`config.mk`:
```
export PLATFORM = sky130hd
export DESIGN_NAME = uart_tx_cfg
export DESIGN_NICKNAME = d
export VERILOG_FILES = /design/src/rtl/uart_tx_cfg.sv
export SDC_FILE = /design/constraint.sdc
export NUM_CORES = 1
export LEC_CHECK = 0
export BUFFER_PORTS_ARGS = -buffer_cell sky130_fd_sc_hd__buf_4
export CELL_PAD_IN_SITES_DETAIL_PLACEMENT = 1
export CELL_PAD_IN_SITES_GLOBAL_PLACEMENT = 1
export CORE_MARGIN = 2
export CORE_UTILIZATION = 30
export CTS_CLUSTER_SIZE = 14
export DETAILED_ROUTE_END_ITERATION = 8
export GPL_ROUTABILITY_DRIVEN = 0
export PLACE_DENSITY_LB_ADDON = 0.08
export SETUP_SLACK_MARGIN = 0.5
export SKIP_LAST_GASP = 1
export SYNTH_ARGS = -nofsm -noshare
export SYNTH_HDL_FRONTEND = slang
export SYNTH_SLANG_ARGS = --single-unit
export TNS_END_PERCENT = 100
```
`constraint.sdc`:
```
create_clock -name i_Clock -period 3.2 [get_ports i_Clock]
set_clock_uncertainty 0.1 [all_clocks]
set_input_delay 0 -clock i_Clock [delete_from_list [all_inputs] [get_ports i_Clock]]
set_output_delay 0 -clock i_Clock [all_outputs]
set_load 0.02 [all_outputs]
```
`src/rtl/uart_tx_cfg.sv`:
```
// uart_tx_cfg: buffered UART transmitter with runtime parity and stop-bit selection.
// Config is captured with each popped word so a frame is immune to mid-frame changes.
module uart_tx_cfg #(
    parameter int CLKS_PER_BIT = 87,
    parameter int DATA_BITS    = 8,
    parameter int FIFO_DEPTH   = 4
) (
    input  logic                          i_Clock,
    input  logic                          i_Reset,
    input  logic                          i_Tx_DV,
    input  logic [DATA_BITS-1:0]          i_Tx_Byte,
    input  logic [1:0]                    i_Parity_Mode,
    input  logic                          i_Two_Stop,
    output logic                          o_Tx_Ready,
    output logic                          o_Tx_Active,
    output logic                          o_Tx_Serial,
    output logic                          o_Tx_Done,
    output logic [$clog2(FIFO_DEPTH):0]   o_Fifo_Count
);
    localparam int AW = $clog2(FIFO_DEPTH);
    localparam int CW = $clog2(CLKS_PER_BIT);
    localparam int BW = $clog2(DATA_BITS);
    localparam logic [AW:0]   FULL = (AW+1)'(FIFO_DEPTH);
    localparam logic [CW-1:0] CMAX = CW'(CLKS_PER_BIT - 1);
    localparam logic [BW-1:0] BMAX = BW'(DATA_BITS - 1);

    typedef enum logic [2:0] {IDLE, START, DATA, PARITY, STOP} state_t;

    logic [DATA_BITS-1:0] mem [FIFO_DEPTH];
    logic [AW-1:0]        wr_ptr, rd_ptr;
    logic                 push, pop;
    state_t               state, state_n;
    logic [CW-1:0]        cnt, cnt_n;
    logic [BW-1:0]        bit_idx, bit_n, bit_nx;
    logic                 stop_idx, stop_n;
    logic [DATA_BITS-1:0] data_q;
    logic [1:0]           par_q;
    logic                 two_q;
    logic                 serial_n, done_n, last, has_par, par_bit;

    assign o_Tx_Ready = o_Fifo_Count != FULL;
    assign push       = i_Tx_DV && o_Tx_Ready;
    assign last       = cnt == CMAX;
    assign has_par    = par_q[0] ^ par_q[1];
    assign par_bit    = ^data_q ^ par_q[1];
    assign bit_nx     = bit_idx + 1'b1;

    always_ff @(posedge i_Clock)
        if (push) mem[wr_ptr] <= i_Tx_Byte;

    always_ff @(posedge i_Clock or posedge i_Reset)
        if (i_Reset) begin
            wr_ptr       <= '0;
            rd_ptr       <= '0;
            o_Fifo_Count <= '0;
        end else begin
            if (push) wr_ptr <= wr_ptr + 1'b1;
            if (pop) rd_ptr <= rd_ptr + 1'b1;
            o_Fifo_Count <= o_Fifo_Count + {{AW{1'b0}}, push} - {{AW{1'b0}}, pop};
        end

    always_comb begin
        state_n  = state;
        cnt_n    = last ? '0 : cnt + 1'b1;
        bit_n    = bit_idx;
        stop_n   = stop_idx;
        serial_n = o_Tx_Serial;
        done_n   = 1'b0;
        pop      = 1'b0;
        case (state)
            IDLE: begin
                cnt_n    = '0;
                serial_n = 1'b1;
                if (o_Fifo_Count != 0) begin
                    pop      = 1'b1;
                    state_n  = START;
                    serial_n = 1'b0;
                end
            end
            START: if (last) begin
                state_n  = DATA;
                bit_n    = '0;
                serial_n = data_q[0];
            end
            DATA: if (last) begin
                if (bit_idx == BMAX) begin
                    state_n  = has_par ? PARITY : STOP;
                    serial_n = has_par ? par_bit : 1'b1;
                    stop_n   = 1'b0;
                end else begin
                    bit_n    = bit_nx;
                    serial_n = data_q[bit_nx];
                end
            end
            PARITY: if (last) begin
                state_n  = STOP;
                serial_n = 1'b1;
                stop_n   = 1'b0;
            end
            STOP: if (last) begin
                if (two_q && !stop_idx) stop_n = 1'b1;
                else begin
                    done_n   = 1'b1;
                    pop      = o_Fifo_Count != 0;
                    state_n  = pop ? START : IDLE;
                    serial_n = !pop;
                end
            end
            default: begin
                state_n  = IDLE;
                cnt_n    = '0;
                serial_n = 1'b1;
            end
        endcase
    end

    always_ff @(posedge i_Clock or posedge i_Reset)
        if (i_Reset) begin
            state       <= IDLE;
            cnt         <= '0;
            bit_idx     <= '0;
            stop_idx    <= 1'b0;
            data_q      <= '0;
            par_q       <= '0;
            two_q       <= 1'b0;
            o_Tx_Serial <= 1'b1;
            o_Tx_Active <= 1'b0;
            o_Tx_Done   <= 1'b0;
        end else begin
            state       <= state_n;
            cnt         <= cnt_n;
            bit_idx     <= bit_n;
            stop_idx    <= stop_n;
            o_Tx_Serial <= serial_n;
            o_Tx_Active <= state_n != IDLE;
            o_Tx_Done   <= done_n;
            if (pop) begin
                data_q <= mem[rd_ptr];
                par_q  <= i_Parity_Mode;
                two_q  <= i_Two_Stop;
            end
        end
endmodule

```
After elaboration in Yosys (flattened, before gate mapping):

Memories as Yosys holds them, arrays and structs flattened. A register that Yosys moved wholly into a read port is not among the register bits.
Cells that the tools add are included.

* bits of input ports: 14
* memory bits (writable): 32
* word-level logic and storage cells: 93
* output and inout bits: 7
* memories kept: 1
* flip-flop bits (word level): 27

Memories
* mem: depth 4, width 8, rd ports 1, clocked after memory_dff 1, write ports 1, RTL line 29 `logic [DATA_BITS-1:0] mem [FIFO_DEPTH];`

* $add $sub $neg: 6
* bitwise logic cells: 2
* order comparisons: 1
* muxes and demuxes: 42
* eq/ne operators: 15
* reductions and logical operators: 14

Operators by type and width (count)
* 3-bit 2-to-1 mux: 11
* 1-bit 2-to-1 mux: 23
* 2-bit inequality test (second input constant): 8
* 3-bit one-hot mux with 5 select lines: 1
* 7-bit 2-to-1 mux: 2
* 3-bit nonzero test: 3
* 8-bit XOR reduction: 1
* 7-bit by 1-bit adder with 7-bit output (second input constant): 1
* 7-bit == test (second input constant): 1
* 3-bit by 2-bit == test with 1-bit output (second input constant): 2
* 3-bit == test (second input constant): 2
* 3-bit one-hot mux with 2 select lines: 1
* 6-bit AND reduction: 1
* 1-bit one-hot mux with 5 select lines: 1
* 5-bit AND reduction: 1
* 2-bit by 1-bit adder with 2-bit output (second input constant): 2
* 3-bit by 4-bit less-than comparator with 1-bit output (second input constant): 1
* 4-bit AND reduction: 1
* 4-bit OR reduction: 1
* 3-bit by 1-bit adder with 3-bit output: 1
* 3-bit by 1-bit adder with 3-bit output (second input constant): 1
* 1-bit binary-select mux with 3-bit select: 1
* 3-bit by 1-bit == test with 1-bit output (second input constant): 1
* 3-bit zero test: 1
* 8 further kinds: 11

Logic depth before layout (Yosys ltp):

Gate-level depths: netlist of the first run.

* depth after elaboration: 6
* depth in mapped cells: 12

Worst setup path after synthesis of the first run:

OpenSTA, ideal clock, no wires.

* path type: register to register
* from: reg cnt[0]
* to: reg o_Fifo_Count[2]
* slack: 488 ps
* clock period less this slack: 2712 ps
* stages on the path, launching flop included: 13
* data required time: 2977 ps
* data arrival time: 2489 ps
* path buffers: 1
* cell sequence: dfrtp_1 inv_1 ha_1 nand4b_4 or3_4 a21oi_4 buf_12 ha_1 inv_1 ha_1 fa_1 xnor2_1 xnor2_1

* word-level cells in the longest chain between the ends: 4

Ends and longest elaborated chain
* start, declared: RTL line 33 `logic [CW-1:0] cnt, cnt_n;`
* start signal, assigned: RTL line 131 `cnt <= cnt_n;`
* 7-bit == test: RTL line 43 `assign last = cnt == CMAX;`
* 1-bit 2-to-1 mux: RTL line 100 `STOP: if (last) begin`
* 1-bit one-hot mux with 2 select lines: RTL line 70 `case (state)`
* named net pop: RTL line 31 `logic push, pop;`
* 3-bit by 1-bit subtractor with 3-bit output: RTL line 59 `o_Fifo_Count <= o_Fifo_Count + {{AW{1'b0}}, push} - {{AW{1'b0}}, pop};`
* end signal, assigned: RTL line 59
* end, declared: RTL line 18 `output logic [$clog2(FIFO_DEPTH):0] o_Fifo_Count`

The timed path passes the listed nets, and every way through them passes these cells.
A chain may end at the register's enable or synchronous reset.

Worst setup path in the final report of the first run:

* from: reg cnt[0]
* to: reg o_Fifo_Count[2]

* word-level cells in the longest chain between the ends: 4

Ends and longest elaborated chain (RTL line)
* 7-bit == test: 43
* 1-bit 2-to-1 mux: 100
* 1-bit one-hot mux with 2 select lines: 70
* 3-bit by 1-bit subtractor with 3-bit output: 59

No other way between the ends.

==> impl_metrics.json, run 1 <==
{
  "status": "finished clean",
  "end_kind": "flip-flop",
  "swShare_pct": 28.3,
  "htreeDepth": 3,
  "syn_area_sq_um": 3140,
  "slew_headroom_pct": 53.6,
  "rsz0062_at_grt": "no",
  "antenna_left": 0,
  "initial_core_util_pct": 30.7,
  "track_usage_pct": 12.1,
  "synth_seq_area_share_pct": 58.5,
  "synthTopCellsByCount": "dfrtp_1 (34), edfxtp_1 (32), nand2_1 (15)",
  "syn_to_final_growth_pct": 20.0,
  "clock-sinks": 67,
  "power_switching_uw": 617,
  "synthTopCellsByArea": "edfxtp_1 (31%), dfrtp_1 (27%), mux4_2 (5.7%)",
  "tritoncts.num_buffers": 9,
  "finalMaxSlewViolations": 0,
  "crit_top_cell": "ha_1",
  "drt_iter0_drc": 55,
  "met1_usage_pct": 16.3,
  "vias_per_cell": 4.45,
  "power_uw": 2180,
  "path_delay_family": "adder cells",
  "drt-pass1-iter-count": 4,
  "cts_tree": "done",
  "max_stage_delay_ns": 0.42,
  "drive_above_1_share_pct": 25.9,
  "post_cts_buffers": 0,
  "gr-total-overflow": 0,
  "antenna_found_initial": 0,
  "coreArea_sq_um": 10200,
  "crit_chain": "inv_1 -> ha_1 -> nand4b_4 -> or3_4 -> a21oi_4 -> ha_1 -> inv_1 -> ha_1 -> fa_2 -> xnor2_2 -> xnor2_1",
  "p_int_uw": 1560,
  "setup_tns_ns": 0,
  "synthArstFlopShare_pct": 52.2,
  "crit_path_start_kind": "flip-flop",
  "hpwl_mm": 4.30,
  "worst_slew_pin_slew_ns": 0.695,
  "leakage_uw": 0.00152,
  "period_share_pct": 78.9,
  "fmax_mhz": 396,
  "ios": 21,
  "clkPwrFrac_pct": 34.2,
  "synth.avg_cell_area_sq_um": 13.8,
  "drc_errors": 0,
  "core.rowCount": 37,
  "yosysWarnings": 0,
  "ys.flop_type": "dfrtp_1",
  "num_vias": 1805,
  "routed_wl_mm": 6.12,
  "final_area_sq_um": 3770,
  "synth_fp_nets": 252,
  "critPathSlowestCell": "or3_4",
  "period_needed_ns": 2.53,
  "critPathLaunch": "cnt[0]",
  "pre_cts_slack_ns": 0.637,
  "cp.arrival_ns": 2.65,
  "cp_num_buf_inv": 2,
  "setup_viol": 0,
  "max-vdd-ir-drop_v": 0.000259,
  "synthDistinctLibCells": 50,
  "cp.required_ns": 3.33,
  "seqCellArea_sq_um": 1840,
  "multi_input_area_sq_um": 1210,
  "grt_pass1_vias": 1972,
  "fillers": 1064,
  "p_seq_share_pct": 49.8,
  "wire_per_inst_um": 15.1,
  "fp.dieArea_sq_um": 11300,
  "portBuffers": 20,
  "clkLatencyLatePin_ns": 0.34,
  "cts_root_buf": "clkbuf_8",
  "met3_usage_pct": 3.31,
  "yosys.area.top_type_share_pct": 30.6,
  "synth_most_common_cell": "dfrtp_1",
  "grt_max_degree": 19,
  "netlist_instances": 227,
  "antenna_cells": 0,
  "final_hold_viol_count": 0,
  "path_clk_slew_ns": 0.09,
  "dpl_cell_area_sq_um": 3420,
  "synth_top_area_cell": "edfxtp_1",
  "power.density_nw_per_um2": 578,
  "worst-setup-path-type": "flip-flop to flip-flop",
  "setup_ws_ns": 0.674,
  "max-cap-violations": 0,
  "cp_max_fo": 4,
  "gr-usage-met2_pct": 18.7,
  "fin_nets": 290,
  "fin_hold_ws_ns": 0.220,
  "synth_edf_count": 32,
  "clock_path_buffers": 2,
  "busiest_layer": "met2",
  "crit-reg2reg-launch": "cnt[0]",
  "combPwrFrac_pct": 16.0,
  "die_h_um": 106,
  "synth-seq-cells": 67,
  "hold_class": "input pin to async pin",
  "grt_pass1_wl_mm": 10.4,
  "dieWidth_um": 106
}
final timing paths:
| kind | to | slack [ns] | cells after the start |
|---|---|---|---|
| worst max-delay path | o_Fifo_Count[2] | 0.67 | 11 |
| worst min-delay path | cnt[6] | 0.22 | 3 |
| worst max register to register | o_Fifo_Count[2] | 0.67 | 11 |
| worst min register to register | cnt[0] | 0.38 | 1 |
| max in group asynchronous | o_Fifo_Count[1] | 2.07 | 4 |
| min in group i_Clock | mem[3][0] | 0.30 | 2 |
power groups by stage:
stage	clock network (uW)	registers [uW]	logic [uW]
after floorplan	0	1110	193
after global placement	0	1100	332
after detailed placement	0	1100	333
after CTS	775	1080	346
after global routing	809	1100	396
final	745	1080	349
timing repair:
item	in CTS	in global routing
hold endpoints to repair	53	0
resized for setup	0	2
hold buffers	13	0
setup endpoints to repair	0	1
metrics by stage:
step / utilization (%) / std cells
floorplan: - / 227
global placement: 33.4 / 377
detailed placement: 33.4 / 377
CTS: 36.7 / 406
global route: 36.8 / 406
finish: 36.8 / 406
routing by layer:
| layer | routed length [um] | vias to the layer above |
|---|---|---|
| met4 | 52 | 0 |
| met2 | 2860 | 20 |
| met1 | 3060 | 898 |
| met3 | 152 | 4 |
| li1 | - | 883 |
| met5 | 0 | - |
worst register-to-register path, cell delays in order (launching register included):
cell and delay (ns):
dfrtp_1 0.41, inv_1 0.07, ha_1 0.18, nand4b_4 0.12, or3_4 0.42, a21oi_4 0.15
ha_1 0.13, inv_1 0.04, ha_1 0.18, fa_2 0.35, xnor2_2 0.14, xnor2_1 0.12
cells in the final DEF, fill, tap and decap left out, types with 2 or more instances in the layout:
cell | netlist | layout
and3_1 | 4 | 4
nor2b_1 | 4 | 4
edfxtp_1 | 32 | 32
nor3_1 | 5 | 5
nand2b_1 | 6 | 6
o21ai_0 | 5 | 5
or3_4 | 2 | 2
nand3b_1 | 2 | 2
nand2_1 | 15 | 15
mux4_2 | 8 | 8
mux2_2 | 4 | 4
xor2_1 | 3 | 3
a21oi_1 | 6 | 6
mux2i_1 | 5 | 5
mux2_4 | 7 | 7
ha_1 | 10 | 10
clkinv_4 | 0 | 2
nor2_1 | 14 | 14
inv_1 | 12 | 12
dlygate4sd3_1 | 0 | 13
xnor2_2 | 1 | 2
buf_4 | 0 | 22
xnor2_1 | 14 | 13
dfrtp_1 | 34 | 34
clkbuf_8 | 0 | 9
inv_6 | 0 | 2
nand3_1 | 3 | 3
state kept, by name (all words and copies together) (netlist names):
signal,cells
mem,32
data_q,8
cnt,7
bit_idx,3
o_Fifo_Count,3
state,3
par_q,2
rd_ptr,2
wr_ptr,2
o_Tx_Active,1
o_Tx_Done,1
o_Tx_Serial,1
stop_idx,1
two_q,1
layout make-up:
| class | instances | share of cell area, % |
|---|---|---|
| clock inverters | 7 | 2.23 |
| well taps | 136 | 4.52 |
| multi-input cells | 140 | 32.1 |
| flip-flops and latches | 67 | 48.8 |
| inverters | 12 | 1.20 |
| clock buffers | 9 | 3.29 |
| repair buffers | 35 | 7.84 |
cell families after synthesis:
group	after synthesis	synth area share (%)
flops	67	58.5
xor+xnor	18	5.26
buf+inv	20	3.23
compound gates	21	4.46
simple gates	66	11.8
mux	24	12.1
fa+ha+maj	11	4.62
Power figures use the tool's default switching activity.
==> inputs of run 2 (changes only) <==
ABC_AREA = 1   (was default)
clock period = 2.6 ns   (was 3.2 ns; I/O delays follow)
==> run 2 against run 1 <==
Die area up 3.4%. Critical endpoint unchanged. Total power grew 18%. Non-clock buffer count rose by 12. Largest cell class unchanged.
==> impl_metrics.json, run 2 <==
{
  "setup_viol": 0,
  "setup_tns_ns": 0,
  "synth-seq-cells": 67,
  "synth_fp_nets": 355,
  "slew_headroom_pct": 58.2,
  "routed_wl_mm": 7.20,
  "htreeDepth": 3,
  "synth_edf_count": 32,
  "worst_slew_pin_slew_ns": 0.626,
  "drt_iter0_drc": 73,
  "syn_area_sq_um": 3250,
  "hold_class": "input pin to flip-flop",
  "grt_max_degree": 21,
  "cp.arrival_ns": 2.27,
  "stdcell_count": 527,
  "largest_reg_flops": 32,
  "synthTopCellsByArea": "edfxtp_1 (30%), dfrtp_1 (26%), nand2_1 (7.6%)",
  "vias_per_cell": 4.44,
  "synthArstFlopShare_pct": 52.2,
  "die_h_um": 108,
  "end_kind": "flip-flop",
  "yosysWarnings": 0,
  "final_common_cell": "nand2_1",
  "max-cap-violations": 0,
  "gr-total-overflow": 0,
  "track_usage_pct": 13.9,
  "final_hold_viol_count": 0,
  "clkLatencyLatePin_ns": 0.35,
  "synth_most_common_cell": "nand2_1",
  "ios": 21,
  "tritoncts.num_buffers": 9,
  "power.density_nw_per_um2": 649,
  "worst-setup-path-type": "flip-flop to flip-flop",
  "cp.required_ns": 2.73,
  "core.rowCount": 38,
  "largest_register": "mem",
  "synth_top_area_cell": "edfxtp_1",
  "drc_errors": 0,
  "period_needed_ns": 2.14,
  "clock-sinks": 67,
  "cts_root_buf": "clkbuf_8",
  "dp_cells": 493,
  "portBuffers": 20,
  "rsz0062_at_grt": "yes",
  "grt_pass1_wl_mm": 12.1,
  "syn_to_final_growth_pct": 22.1,
  "cp_max_fo": 2,
  "synth.avg_cell_area_sq_um": 9.85,
  "yosys.area.top_type_share_pct": 29.5,
  "antenna_found_initial": 0,
  "coreArea_sq_um": 10700,
  "netlist_instances": 330,
  "drive_above_1_share_pct": 22.2,
  "wire_per_inst_um": 13.7,
  "leakage_uw": 0.00171,
  "ys.flop_type": "dfrtp_1",
  "dieWidth_um": 108,
  "drt-pass1-iter-count": 4,
  "synthDistinctLibCells": 32,
  "fp.dieArea_sq_um": 11700,
  "path_clk_slew_ns": 0.07,
  "antenna_left": 0,
  "finalMaxSlewViolations": 0,
  "grt_pass1_vias": 2447,
  "initial_core_util_pct": 30.4,
  "antenna_cells": 0,
  "status": "finished clean",
  "max-vdd-ir-drop_v": 0.000352,
  "crit_path_start_kind": "flip-flop",
  "top_regs": "mem (32), data_q (8), cnt (7)",
  "clock_path_buffers": 2,
  "fmax_mhz": 467,
  "fin_nets": 407,
  "cts_tree": "done",
  "synth_seq_area_share_pct": 56.5,
  "period_share_pct": 82.4,
  "synthTopCellsByCount": "nand2_1 (66), nor2_1 (49), inv_1 (39)",
  "hpwl_mm": 5.03,
  "num_vias": 2340,
  "most-common-layout-cells": "nand2_1 (65), nor2_1 (49), inv_1 (35), buf_4 (35), dfrtp_1 (34)"
}
run 2: cell count changes in the layout (fill, tap and decap cells not counted), sizes merged, moves of 11 or more:
cell	change
o21ai	+14
mux2	-11
nand2	+61
inv	+27
nand3	+13
nor2	+40
buf	+13
run 2: cell type report:
| cell class | instances | area, sq um |
|---|---|---|
| Clock buffer | 10 | 128 |
| Timing Repair Buffer | 47 | 383 |
| Inverter | 43 | 166 |
| Fill cell | 1251 | 6730 |
| Sequential cell | 67 | 1840 |
| Clock inverter | 6 | 43.8 |
| Tap cell | 140 | 175 |
| Multi-Input combinational cell | 214 | 1240 |
run 2: metal layers:
layer	GRT usage (%)	part of all wire (%)
met1	18.0	51
met2	22.1	45
met3	3.44	2.6
met4	6.04	1.5
met5	0	0
run 2: cells by family after synthesis:
family | Yosys count | synth area share (%)
AO/OA/AOI/OAI | 37 | 7.58
flip-flops | 67 | 56.5
XOR/XNOR | 13 | 3.50
adder cells (fa/ha/maj) | 11 | 4.46
buffers and inverters | 49 | 6.93
AND/OR/NAND/NOR | 153 | 21.0
run 2: path summary, 6_finish.rpt:
check | startpoint | end | slack [ns] | depth (start not counted)
worst min register to register | bit_idx[2] | bit_idx[2] | 0.41 | 2
worst max-delay path | cnt[1] | o_Fifo_Count[2] | 0.46 | 12
worst min-delay path | i_Tx_DV | wr_ptr[0] | 0.08 | 3
min in group asynchronous | i_Reset | bit_idx[0] | 0.19 | 3
max in group asynchronous | i_Reset | state[1] | 1.49 | 4
worst max register to register | cnt[1] | o_Fifo_Count[2] | 0.46 | 12
run 2: through the flow:
| stage | instance area (sq um) | utilization [%] | hold slack [ns] | setup slack, ns | total power (uW) |
|---|---|---|---|---|---|
| finish | 3970 | 37.1 | 0.0845 | 0.458 | 2580 |
| global placement | 3620 | 33.8 | 0.0315 | 0.340 | 1800 |
| global route | 3970 | 37.1 | 0.119 | 0.372 | 2740 |
| floorplan | 3280 | - | -0.00113 | 0.158 | 1620 |
| detailed placement | 3620 | 33.8 | 0.0313 | 0.289 | 1820 |
| CTS | 3950 | 36.9 | 0.0748 | 0.467 | 2640 |
run 2: worst max-delay path, stage by stage (launching register included):
cell,delay [ns]
dfrtp_1,0.41
ha_4,0.17
nand2_2,0.05
inv_2,0.04
nand4_4,0.09
nor2_4,0.06
o21bai_4,0.16
inv_6,0.04
ha_4,0.25
inv_2,0.03
ha_4,0.15
fa_2,0.33
xor2_1,0.14
run 2: report_power, final:
| group | internal [uW] | switching, uW | leakage (uW) |
|---|---|---|---|
| clock network | 346 | 435 | 0.0000745 |
| logic | 197 | 257 | 0.000922 |
| registers | 1270 | 77.0 | 0.000715 |
| total | 1810 | 769 | 0.00171 |
run 2: timing repair:
item | CTS | global route
gates cloned | 0 | 0
gates resized for setup | 3 | 2
setup endpoints to repair | 2 | 2
pin swaps | 4 | 1
buffers inserted | 5 | 1
hold endpoints to repair | 49 | 0
hold buffers | 12 | 0
